[src/rtl/vga_block_scanner.sv]
// vga_block_scanner
// Display-side reader of the block pixel interface. Generates VGA raster
// timing, converts the raster position into block coordinates for the
// graphics controller, samples the 8-bit packed colour the controller
// returns combinationally, and drives the VGA colour and sync pins. Also
// provides the per-frame buffer-select toggle (whichRAM).
//
// Ports:
//   clk                       system clock
//   reset                     asynchronous assert, synchronous release, active-low
//   x_coord_of_current_block  block column, left = 0 (held during blanking)
//   y_coord_of_current_block  block row, bottom = 0 (held during blanking)
//   pixelPacking_in           colour from controller: [2:0] red, [5:3] green, [7:6] blue
//   vga_r / vga_g / vga_b     colour to DAC, forced to 0 outside the active region
//   vga_hs / vga_vs           syncs, active-low
//   frame_start               one-clk pulse on the first active pixel tick of a frame
//   whichRAM                  toggles at every frame_start
//
// Optional feature: define VGA_GRID_OVERLAY_EN to blank the first pixel
// column and first line of every block (one-pixel black grid).
module vga_block_scanner #(
  parameter int CLK_DIV    = 2,
  parameter int H_ACTIVE   = 640,
  parameter int H_FP       = 16,
  parameter int H_SYNC     = 96,
  parameter int H_BP       = 48,
  parameter int V_ACTIVE   = 480,
  parameter int V_FP       = 10,
  parameter int V_SYNC     = 2,
  parameter int V_BP       = 33,
  parameter int BLOCK_SIZE = 20
) (
  input  logic       clk,
  input  logic       reset,
  output logic [9:0] x_coord_of_current_block,
  output logic [9:0] y_coord_of_current_block,
  input  logic [7:0] pixelPacking_in,
  output logic [2:0] vga_r,
  output logic [2:0] vga_g,
  output logic [1:0] vga_b,
  output logic       vga_hs,
  output logic       vga_vs,
  output logic       frame_start,
  output logic       whichRAM
);

  localparam int H_TOTAL = H_ACTIVE + H_FP + H_SYNC + H_BP;
  localparam int V_TOTAL = V_ACTIVE + V_FP + V_SYNC + V_BP;
  localparam int CW = $clog2((H_TOTAL > V_TOTAL) ? H_TOTAL : V_TOTAL);
  localparam int PW = (CLK_DIV > 1) ? $clog2(CLK_DIV) : 1;
  localparam int BW = (BLOCK_SIZE > 1) ? $clog2(BLOCK_SIZE) : 1;

  localparam logic [PW-1:0] P_LAST  = PW'(CLK_DIV - 1);
  localparam logic [CW-1:0] H_LAST  = CW'(H_TOTAL - 1);
  localparam logic [CW-1:0] V_LAST  = CW'(V_TOTAL - 1);
  localparam logic [CW-1:0] H_ACT   = CW'(H_ACTIVE);
  localparam logic [CW-1:0] V_ACT   = CW'(V_ACTIVE);
  localparam logic [CW-1:0] HS_BEG  = CW'(H_ACTIVE + H_FP);
  localparam logic [CW-1:0] HS_END  = CW'(H_ACTIVE + H_FP + H_SYNC);
  localparam logic [CW-1:0] VS_BEG  = CW'(V_ACTIVE + V_FP);
  localparam logic [CW-1:0] VS_END  = CW'(V_ACTIVE + V_FP + V_SYNC);
  localparam logic [BW-1:0] B_LAST  = BW'(BLOCK_SIZE - 1);
  localparam logic [9:0]    ROW_TOP = 10'(V_ACTIVE / BLOCK_SIZE - 1);

  logic [PW-1:0] presc;
  logic          tick;
  logic [CW-1:0] h_cnt;
  logic [CW-1:0] v_cnt;
  logic [BW-1:0] hx;
  logic [BW-1:0] vy;
  logic [9:0]    column;
  logic [9:0]    row;
  logic          h_wrap;
  logic          v_wrap;
  logic          active;
  logic          hs_raw;
  logic          vs_raw;
  logic          frame_tick;
  logic          active_d;
  logic          hs_d;
  logic          vs_d;
  logic          blank;

  assign tick       = (presc == P_LAST);
  assign h_wrap     = (h_cnt == H_LAST);
  assign v_wrap     = (v_cnt == V_LAST);
  assign active     = (h_cnt < H_ACT) && (v_cnt < V_ACT);
  assign hs_raw     = !((h_cnt >= HS_BEG) && (h_cnt < HS_END));
  assign vs_raw     = !((v_cnt >= VS_BEG) && (v_cnt < VS_END));
  assign frame_tick = tick && (h_cnt == '0) && (v_cnt == '0);

  // Pixel-rate prescaler; tick is high on the clk where it wraps.
  always_ff @(posedge clk or negedge reset) begin
    if (!reset)    presc <= '0;
    else if (tick) presc <= '0;
    else           presc <= presc + 1'b1;
  end

  // Raster position counters.
  always_ff @(posedge clk or negedge reset) begin
    if (!reset) begin
      h_cnt <= '0;
      v_cnt <= '0;
    end else if (tick) begin
      if (h_wrap) begin
        h_cnt <= '0;
        v_cnt <= v_wrap ? '0 : v_cnt + 1'b1;
      end else begin
        h_cnt <= h_cnt + 1'b1;
      end
    end
  end

  // Block position tracked with sub-counters instead of dividing h/v by the
  // block size. They only advance inside the active area so the column/row
  // never run far past the last block during blanking.
  always_ff @(posedge clk or negedge reset) begin
    if (!reset) begin
      hx     <= '0;
      column <= '0;
      vy     <= '0;
      row    <= '0;
    end else if (tick) begin
      if (h_wrap) begin
        hx     <= '0;
        column <= '0;
      end else if (h_cnt < H_ACT) begin
        if (hx == B_LAST) begin
          hx     <= '0;
          column <= column + 1'b1;
        end else begin
          hx <= hx + 1'b1;
        end
      end
      if (h_wrap) begin
        if (v_wrap) begin
          vy  <= '0;
          row <= '0;
        end else if (v_cnt < V_ACT) begin
          if (vy == B_LAST) begin
            vy  <= '0;
            row <= row + 1'b1;
          end else begin
            vy <= vy + 1'b1;
          end
        end
      end
    end
  end

  // Stage 1: coordinates to the controller (bottom-origin rows), plus the
  // active flag and syncs delayed alongside them.
  always_ff @(posedge clk or negedge reset) begin
    if (!reset) begin
      x_coord_of_current_block <= '0;
      y_coord_of_current_block <= ROW_TOP;
      active_d                 <= 1'b0;
      hs_d                     <= 1'b1;
      vs_d                     <= 1'b1;
    end else if (tick) begin
      active_d <= active;
      hs_d     <= hs_raw;
      vs_d     <= vs_raw;
      if (active) begin
        x_coord_of_current_block <= column;
        y_coord_of_current_block <= ROW_TOP - row;
      end
    end
  end

`ifdef VGA_GRID_OVERLAY_EN
  logic edge_d;

  // Remember whether this pixel sits on a block's first column or line.
  always_ff @(posedge clk or negedge reset) begin
    if (!reset)    edge_d <= 1'b0;
    else if (tick) edge_d <= (hx == '0) || (vy == '0);
  end

  assign blank = !active_d || edge_d;
`else
  assign blank = !active_d;
`endif

  // Stage 2: sample the controller's colour and keep syncs aligned with it.
  always_ff @(posedge clk or negedge reset) begin
    if (!reset) begin
      {vga_b, vga_g, vga_r} <= '0;
      vga_hs                <= 1'b1;
      vga_vs                <= 1'b1;
    end else if (tick) begin
      vga_hs <= hs_d;
      vga_vs <= vs_d;
      if (blank) {vga_b, vga_g, vga_r} <= '0;
      else       {vga_b, vga_g, vga_r} <= pixelPacking_in;
    end
  end

  // Frame marker and double-buffer select.
  always_ff @(posedge clk or negedge reset) begin
    if (!reset) begin
      frame_start <= 1'b0;
      whichRAM    <= 1'b0;
    end else begin
      frame_start <= frame_tick;
      if (frame_tick) whichRAM <= ~whichRAM;
    end
  end

endmodule
[config.mk]
export PLATFORM = sky130hd
export DESIGN_NAME = vga_block_scanner
export DESIGN_NICKNAME = d
export VERILOG_FILES = /design/src/rtl/vga_block_scanner.sv
export SDC_FILE = /design/constraint.sdc
export NUM_CORES = 1
export LEC_CHECK = 0
export ABC_AREA = 0
export BUFFER_PORTS_ARGS = -buffer_cell sky130_fd_sc_hd__buf_2
export CAP_MARGIN = 30
export CELL_PAD_IN_SITES_DETAIL_PLACEMENT = 0
export CELL_PAD_IN_SITES_GLOBAL_PLACEMENT = 1
export CORE_ASPECT_RATIO = 1.25
export CORE_UTILIZATION = 46
export DETAILED_ROUTE_END_ITERATION = 8
export GPL_TIMING_DRIVEN = 1
export PLACE_DENSITY_LB_ADDON = 0.15
export SYNTH_ARGS = -nofsm -noshare
export SYNTH_HDL_FRONTEND = slang
export SYNTH_SLANG_ARGS = --single-unit
[constraint.sdc]
create_clock -name clk -period 2 [get_ports clk]
set_input_delay 0.1 -clock clk [delete_from_list [all_inputs] [get_ports clk]]
set_output_delay 0.1 -clock clk [all_outputs]
set_load 0.02 [all_outputs]
[Word level (Yosys, flattened, before mapping)]
Cells that the tools add are included.
W data, S select, Z words.
Operators by class
  bitwise logic cells: 1
  add/subtract/negate cells: 8
  muxes and demuxes: 18
  equality and inequality tests: 4
  $lt $le $gt $ge: 6
  reduce and logical (&&, ||, !) cells: 19
Operators with widths (number)
  $mux W10: 8
  $add A10 B1 Y10 const B: 4
  $mux W5: 6
  $eq A10 B10 Y1 const B: 2
  $logic_not A10 Y1: 2
  $lt A10 B10 Y1 const B: 2
  $lt A10 B9 Y1 const B: 2
  $add A5 B1 Y5 const B: 2
  $eq A5 B5 Y1 const B: 2
  $ge A10 B10 Y1 const B: 1
  $ge A10 B9 Y1 const B: 1
  $sub A5 B10 Y10 const A: 1
  $reduce_bool A2 Y1: 4
  $mux W3: 2
  $reduce_and A2 Y1: 3
  $reduce_and A3 Y1: 2
  $logic_and A1 B1 Y1: 5
  $reduce_and A4 Y1: 1
  $logic_not A1 Y1: 2
  $mux W2: 1
  $add A1 B1 Y1 const B: 1
  $mux W1: 1
  $not A1 Y1: 1
Storage, ports and cells
  input bits: 10
  word-level logic and storage cells: 75
  bits in registers: 86

[Logic depth before layout (Yosys ltp)]
Gate-level depths: netlist of the first run.
  depth in word-level cells: 4
  gate-level depth with buffers: 8
  gate-level depth less buffers: 6

[Worst setup path after synthesis of the first run]
Ideal clock, no wire load.
  kind: register to register
  from: register h_cnt[0]
  to: register column[5]
  clock period less this slack: 1.763 ns
  buffers on the path: 1
  setup slack: 0.237 ns
  arrival time: 1.631 ns
  required time: 1.869 ns
  cell stages (with the launch flop): 8
  setup time: 0.131 ns
  cells stage by stage: dfrtp_1 -> ha_1 -> nand4bb_1 -> nor3_2 -> buf_2 -> o211ai_1 -> xor2_1 -> nor2_1
On the way
  word-level cells in the longest chain between the ends: 3
  elaborated cells on any way between the ends: 6
RTL lines
  from (decl): RTL line 67  | logic [CW-1:0] h_cnt;
  from (signal assigned): RTL line 109  | h_cnt <= h_cnt + 1'b1;
  $lt A10 B10 Y1 or $eq A10 B10 Y1 (tied branches): RTL line 127, 85
  $reduce_bool A2 Y1 (no source line)
  $reduce_and A3 Y1 (no source line)
  to (signal assigned): RTL line 130  | column <= column + 1'b1;
  to (decl): RTL line 71  | logic [9:0] column;
Several ways; a longest one is shown, not always the timed one.
A chain may end at the register's enable or synchronous reset.

[Worst setup path after layout of the first run]
  from: register v_cnt[6]
  to: register row[6]
On the way
  word-level cells in the longest chain between the ends: 3
  elaborated cells on any way between the ends: 6
RTL lines
  from (decl): RTL line 68  | logic [CW-1:0] v_cnt;
  from (signal assigned): RTL line 107  | v_cnt <= v_wrap ? '0 : v_cnt + 1'b1;
  $lt A10 B9 Y1 or $eq A10 B10 Y1 (tied branches): RTL line 139, 86
  $reduce_bool A2 Y1 (no source line)
  $reduce_and A4 Y1 (no source line)
  to (signal assigned): RTL line 142  | row <= row + 1'b1;
  to (decl): RTL line 72  | logic [9:0] row;
Several ways; a longest one is shown, not always the timed one.

==> qor.csv, run 1 <==
stage;metric;value;unit
outcome;status;completed;
pwr;powerDensity;685.0;nW/um2
die;io_pins;42;
logic_synthesis;synth.top_cells.by_area;dfrtp_1, o21ai_0, dfstp_2, nand2_1, mux2_2;
global_routing;antenna_found_initial;0;
pwr;irDropWorstVdd;0.0004632;V
pwr;clock_power_share;0.480;
global_routing;grt_pass1_vias;3264;
routing;ant_nets;0;
global_routing;grt_pass1_wl;15.92;mm
min_path;min-delay-path-class;in2reg;
timing;fin_crit_sh;0.9215;
timing;rsz0062_at_grt;yes;
logic_synthesis;synth_ff_type;dfrtp_1;
global_routing;grt_max_degree;45;
worst_setup_path;worstReg2RegStart;v_cnt[6];
logic_synthesis;synth.most_common_cell;dfrtp_1;
pwr;p_sw_frac;0.2105;
worst_setup_path;slowest_stage;dfrtp_1;
timing;fmax;0.5426;GHz
min_path;hold-path-endpoint;vga_r[2];
final_layout;syn_to_final_growth;20.46;%
worst_setup_path;r2r_setup_slack;160;ps
logic_synthesis;netlist_instances;433;
routing;drtPass1Iterations;7;
logic_synthesis;yosys_warnings;0;
worst_setup_path;critPathLaunchType;flop;
final_layout;diodes;0;
pwr;power.internal;2.789;mW
logic_synthesis;syn_nets;454;
placed_design;place.gp.congestion;0.8430;
final_layout;fillCellCount;881;
timing;drv_slew;0;
die;start_util;0.4717;
timing;hold_violations;0;
pwr;p_sw;0.7437;mW
clock_network;clk_pin_slew;70;ps
global_routing;grt_usage;0.2177;
pwr;pwr-share-seq;0.496;
pwr;p_leak;2.295;nW
clock_network;htree_levels;3;
placed_design;dp_hpwl;6.825;mm
logic_synthesis;synth_cell_types;57;
worst_setup_path;critPathMaxFanout;9;
worst_setup_path;arrival;2050;ps
timing;layout_min_cycle_time;1843;ps
die;core;9076;um2
timing;worstMarginPinSlew;580.2;ps
worst_setup_path;crit_path_end_kind;flop;
global_routing;gr-total-overflow;0;
final_layout;multiInputGateArea;1994;um2
logic_synthesis;yosys.area.top_type;dfrtp_1;
worst_setup_path;crit_chain;nor4_4 -> and4b_1 -> o21ai_1 -> o21ai_0 -> o31ai_1;
final_layout;layout-drive-gt1-share;0.2360;
logic_synthesis;yosysSeqAreaShare;0.5050;
worst_setup_path;reg2reg_depth;5;
logic_synthesis;yosys.area.top_type_share;0.4559;
routing;drc_errors;0;
timing;relSlewSlack;0.6132;
logic_synthesis;synth_commonest_cells;dfrtp_1, o21ai_0, nand2_1;
min_path;hold_depth;3;
flow_run;maxCapViolations;0;
logic_synthesis;ys_ff_latch;86;
final_layout;final-seq-area;2165;um2
routing;routed_via_density;5.567;
routing;routed_wl;9.787;mm
die;rows;39;
logic_synthesis;syn_area;4282;um2
clock_network;cts_tree;done;
worst_setup_path;rr_endpoint;row[6];
timing;hold_slack;8.299;ps
logic_synthesis;synth.avg_cell_area;9.888;um2
die;dieArea;9700;um2
placed_design;io_buffers;41;
clock_network;cts_sinks;86;
logic_synthesis;synth-edff-count;0;
timing;finClkSkew;9.917;ps
clock_network;ctsLongestPathBuffers;2;
die;fp.dieW;88.29;um
min_path;worstHoldStart;pixelPacking_in[2];
logic_synthesis;async_flop_share;1.000;
timing;finalSetupViolations;0;
clock_network;cts_buffers;9;
routing;wl_per_cell;15.71;um
worst_setup_path;slowest_delay;470;ps
pwr;share_comb_of_total_power;0.024;
die;die_h;109.9;um
worst_setup_path;critical_path_class;reg2reg;
pwr;finalPower;3.533;mW
routing;vias;3468;
final_layout;nNetsFinal;516;
clock_network;cts-root-buf;clkbuf_16;
routing;drtIter0Drc;105;
worst_setup_path;worstPathRequired;2210;ps
clock_network;worstSkewPairLatency;340;ps
==> final cells by class <==
cell class,instances,area share
clock buffers,12,0.04779
clock inverters,4,0.01092
inverters,17,0.01237
multi-input cells,309,0.3867
flip-flops and latches,86,0.4197
well taps,123,0.02984
repair buffers,72,0.09267
==> metal layers <==
layer,vias up,routed length [um],GRT usage,part of all wire
li1,1667,-,-,-
met4,0,269,0.09793,0.027
met2,69,5074,0.3808,0.52
met3,27,256,0.03754,0.026
met5,-,0,0,0
met1,1705,4186,0.2591,0.43
==> cells by family (layout without fill, tap and decap cells) <==
kind of cell               count (synthesis)  after routing  synth area share
and+or+nand+nor                          159            159            0.1958
adders and majority gates                 11             11           0.03214
DFF                                       86             86            0.5050
AOI/OAI and AO/OA                        105            105            0.1531
muxes                                     13             13           0.03419
xor gates and xnor gates                  21             21           0.04296
buffers and inverters                     38            105           0.03682
==> critical path: cells and delay by family, from the launching register on <==
family	cells	cell delay [ps]
compound gates	3	590
simple gates	2	650
flops	1	470
==> how the worst max path moves through the flow <==
stage,slack (ps),endpoint,depth (start not counted),start
floorplan,240,column[5],7,h_cnt[0]
global placement,150,row[5],6,h_cnt[0]
detailed placement,80,row[9],6,h_cnt[0]
CTS,70,row[9],6,h_cnt[0]
global route,-7,row[6],5,v_cnt[6]
finish,160,row[6],5,v_cnt[6]
==> power groups by stage <==
stage          sequential [mW]  clock, mW  combinational [mW]
3_5_place_dp              1.78          0              0.0815
3_3_place_gp              1.78          0              0.0797
4_1_cts                   1.75       1.73              0.0893
6_report                  1.75       1.70              0.0852
5_1_grt                   1.75       1.80              0.0979
2_1_floorplan             1.80          0             0.00893
==> placed cells by master, fill, tap and decap left out, types with 4 or more instances in the layout <==
master	netlist	routed
dfrtp_1	78	76
o21ai_0	56	56
nand2_1	48	48
buf_2	5	40
nand3_1	26	26
buf_4	0	25
nor2_1	24	23
inv_1	17	17
a21oi_1	13	13
mux2_2	13	13
o31ai_1	13	13
xor2_1	12	12
ha_1	11	11
xnor2_1	9	9
clkbuf_16	0	9
nand4_1	8	8
dfstp_2	8	8
and3_1	7	7
or3_1	5	5
nor2b_1	5	5
dlygate4sd3_1	0	5
nor4_1	4	4
nand2b_1	4	4
==> registers in the layout, summed over array words and instances (netlist names), 2 cells and up <==
name                      count
column                       10
vga_r                         3
hx                            5
y_coord_of_current_block     10
vga_g                         3
vga_b                         2
x_coord_of_current_block     10
row                          10
h_cnt                        10
v_cnt                        10
vy                            5
==> per-stage QoR <==
| step | cell area, um2 | instances | util | TNS, ps | setup WS [ps] |
|---|---|---|---|---|---|
| after global placement | 4762 | 601 | 0.5247 | 0 | 154.0 |
| after floorplan | 4282 | 433 | - | 0 | 237.1 |
| after global routing | 5157 | 623 | 0.5682 | -7.197 | -7.197 |
| after detailed placement | 4762 | 601 | 0.5247 | 0 | 81.46 |
| final | 5157 | 623 | 0.5682 | 0 | 157.1 |
| after CTS | 5115 | 622 | 0.5636 | 0 | 73.13 |
==> timing repair <==
item	4_1_cts	5_1_grt
gates resized for setup	0	6
endpoints found under the setup margin	0	11
endpoints found under the hold margin	40	0
hold buffers	5	0
setup buffers	0	1
No activity file was read; power rests on OpenSTA's default activity.
==> run 2, diff against run 1 <==
RECOVER_POWER = 25   (was not set)
==> run 2 against run 1 <==
Against the previous run:
- first-iteration DRC count rose by 9.5%
- utilization decreased by 0.12 points
- total power is 0.20% lower
- maximum frequency down 0.62%
- count of clock-buffer cells in the layout stayed put
- non-clock buffer count stayed put
- combinational power down 0.9%
- clock skew about the same
- die area unchanged
- highest routed layer unchanged
==> qor.csv, run 2 (synthesis results as in run 1) <==
stage;metric;value;unit
die;start_util;0.4717;
timing;relSlewSlack;0.2437;
timing;drv_slew;0;
global_routing;grt_usage;0.2177;
pwr;power.internal;2.788;mW
routing;drtIter0Drc;115;
clock_network;cts-root-buf;clkbuf_16;
die;rows;39;
min_path;min-delay-path-class;in2reg;
worst_setup_path;critical_path_depth;5;
worst_setup_path;worstPathRequired;2210;ps
clock_network;clk_pin_slew;70;ps
final_layout;syn_to_final_growth;20.19;%
die;die_h;109.9;um
die;core;9076;um2
worst_setup_path;r2r_setup_slack;150;ps
routing;routed_via_density;5.518;
worst_setup_path;arrival;2060;ps
global_routing;antenna_found_initial;0;
pwr;p_leak;2.268;nW
timing;finalSetupTns;0;ps
timing;layout_min_cycle_time;1854;ps
timing;fmax;0.5393;GHz
min_path;hold_depth;3;
worst_setup_path;worstReg2RegStart;v_cnt[6];
final_layout;layout-drive-gt1-share;0.2220;
timing;hold_violations;0;
timing;hold_slack;8.486;ps
clock_network;ctsLongestPathBuffers;2;
final_layout;final_common_cell;dfrtp_1;
outcome;status;completed;
clock_network;worstSkewPairLatency;340;ps
clock_network;htree_levels;3;
timing;fin_crit_sh;0.9272;
routing;wl_per_cell;15.65;um
worst_setup_path;rr_endpoint;row[6];
worst_setup_path;crit_path_end_kind;flop;
pwr;share_comb_of_total_power;0.024;
final_layout;nNetsFinal;516;
flow_run;maxCapViolations;0;
routing;vias;3438;
global_routing;grt_max_degree;45;
worst_setup_path;critical_path_class;reg2reg;
routing;drtPass1Iterations;4;
min_path;worstHoldStart;pixelPacking_in[2];
timing;worstMarginPinSlew;1134;ps
worst_setup_path;crit_chain;nor4_4 -> and4b_1 -> o21ai_1 -> o21ai_0 -> o31ai_1;
pwr;powerDensity;685.1;nW/um2
pwr;p_sw_frac;0.2092;
worst_setup_path;slowest_stage;dfrtp_1;
final_layout;fillCellCount;884;
die;fp.dieW;88.29;um
final_layout;final_cell_mix;dfrtp_1, o21ai_0, nand2_1, buf_2, nand3_1;
routing;drc_errors;0;
worst_setup_path;reg2reg_depth;5;
placed_design;dp_hpwl;6.825;mm
die;dieArea;9700;um2
worst_setup_path;critPathLaunchType;flop;
timing;rsz0062_at_grt;yes;
pwr;p_sw;0.7375;mW
final_layout;fin_util;0.5670;
worst_setup_path;slowest_delay;480;ps
global_routing;gr-total-overflow;0;
pwr;pwr-share-seq;0.497;
worst_setup_path;crit_buf_inv;0;
clock_network;cts_buffers;9;
global_routing;grt_pass1_vias;3264;
min_path;hold-path-endpoint;vga_r[2];
placed_design;io_buffers;41;
timing;finClkSkew;10.19;ps
pwr;clock_power_share;0.479;
placed_design;place.gp.congestion;0.8430;
global_routing;grt_pass1_wl;15.92;mm
pwr;irDropWorstVdd;0.0004638;V
clock_network;cts_tree;done;
die;io_pins;42;
worst_setup_path;cp_top_family;simple AND/OR/NAND/NOR gates;
routing;ant_nets;0;
routing;routed_wl;9.751;mm
final_layout;diodes;0;
clock_network;cts_sinks;86;
timing;finalSetupViolations;0;
worst_setup_path;critPathMaxFanout;9;
run 2: stage by stage:
| stage | total power, mW | cells | area (um2) | setup slack (ps) |
|---|---|---|---|---|
| final | 3.526 | 623 | 5146 | 145.6 |
| after global routing | 3.646 | 623 | 5146 | -7.197 |
| after CTS | 3.571 | 622 | 5115 | 73.13 |
| after detailed placement | 1.866 | 601 | 4762 | 81.46 |
| after global placement | 1.863 | 601 | 4762 | 154.0 |
| after floorplan | 1.804 | 433 | 4282 | 237.1 |
run 2: area by class of cell:
| type | instances | area (um2) | area share |
|---|---|---|---|
| Clock buffer | 12 | 246.5 | 0.04790 |
| Clock inverter | 4 | 56.30 | 0.01094 |
| Inverter | 17 | 63.81 | 0.01240 |
| Multi-Input combinational cell | 309 | 1994 | 0.3876 |
| Sequential cell | 86 | 2165 | 0.4206 |
| Tap cell | 123 | 153.9 | 0.02991 |
| Timing Repair Buffer | 72 | 466.7 | 0.09069 |
run 2: power groups by stage:
stage               Sequential [mW]  Combinational [mW]  Clock (mW)
floorplan                      1.80             0.00893           0
global placement               1.78              0.0797           0
detailed placement             1.78              0.0815           0
CTS                            1.75              0.0893        1.73
global route                   1.75              0.0972        1.80
finish                         1.75              0.0844        1.69
run 2: worst register-to-register path, stage by stage, from the launching register on:
cell	delay, ps
dfrtp_1	480
nor4_4	360
and4b_1	300
o21ai_1	220
o21ai_0	270
o31ai_1	110
run 2: how the worst max path moves through the flow:
stage,end,slack (ps),start
3_5_place_dp,row[9],80,h_cnt[0]
3_3_place_gp,row[5],150,h_cnt[0]
5_1_grt,row[6],-7,v_cnt[6]
2_1_floorplan,column[5],240,h_cnt[0]
4_1_cts,row[9],70,h_cnt[0]
6_report,row[6],150,v_cnt[6]
run 2: routing by layer:
layer  GRT usage  share of wire  up-vias
met2      0.3808           0.52       58
met3     0.03754          0.025       21
li1            -              -     1666
met4     0.09793          0.025        0
met5           0              0        -
met1      0.2591           0.43     1693
run 2: timing repair:
item	CTS	global route
resized for setup	0	6
hold buffers	5	0
setup endpoints to repair	0	11
setup buffers	0	1
hold endpoints to repair	40	0
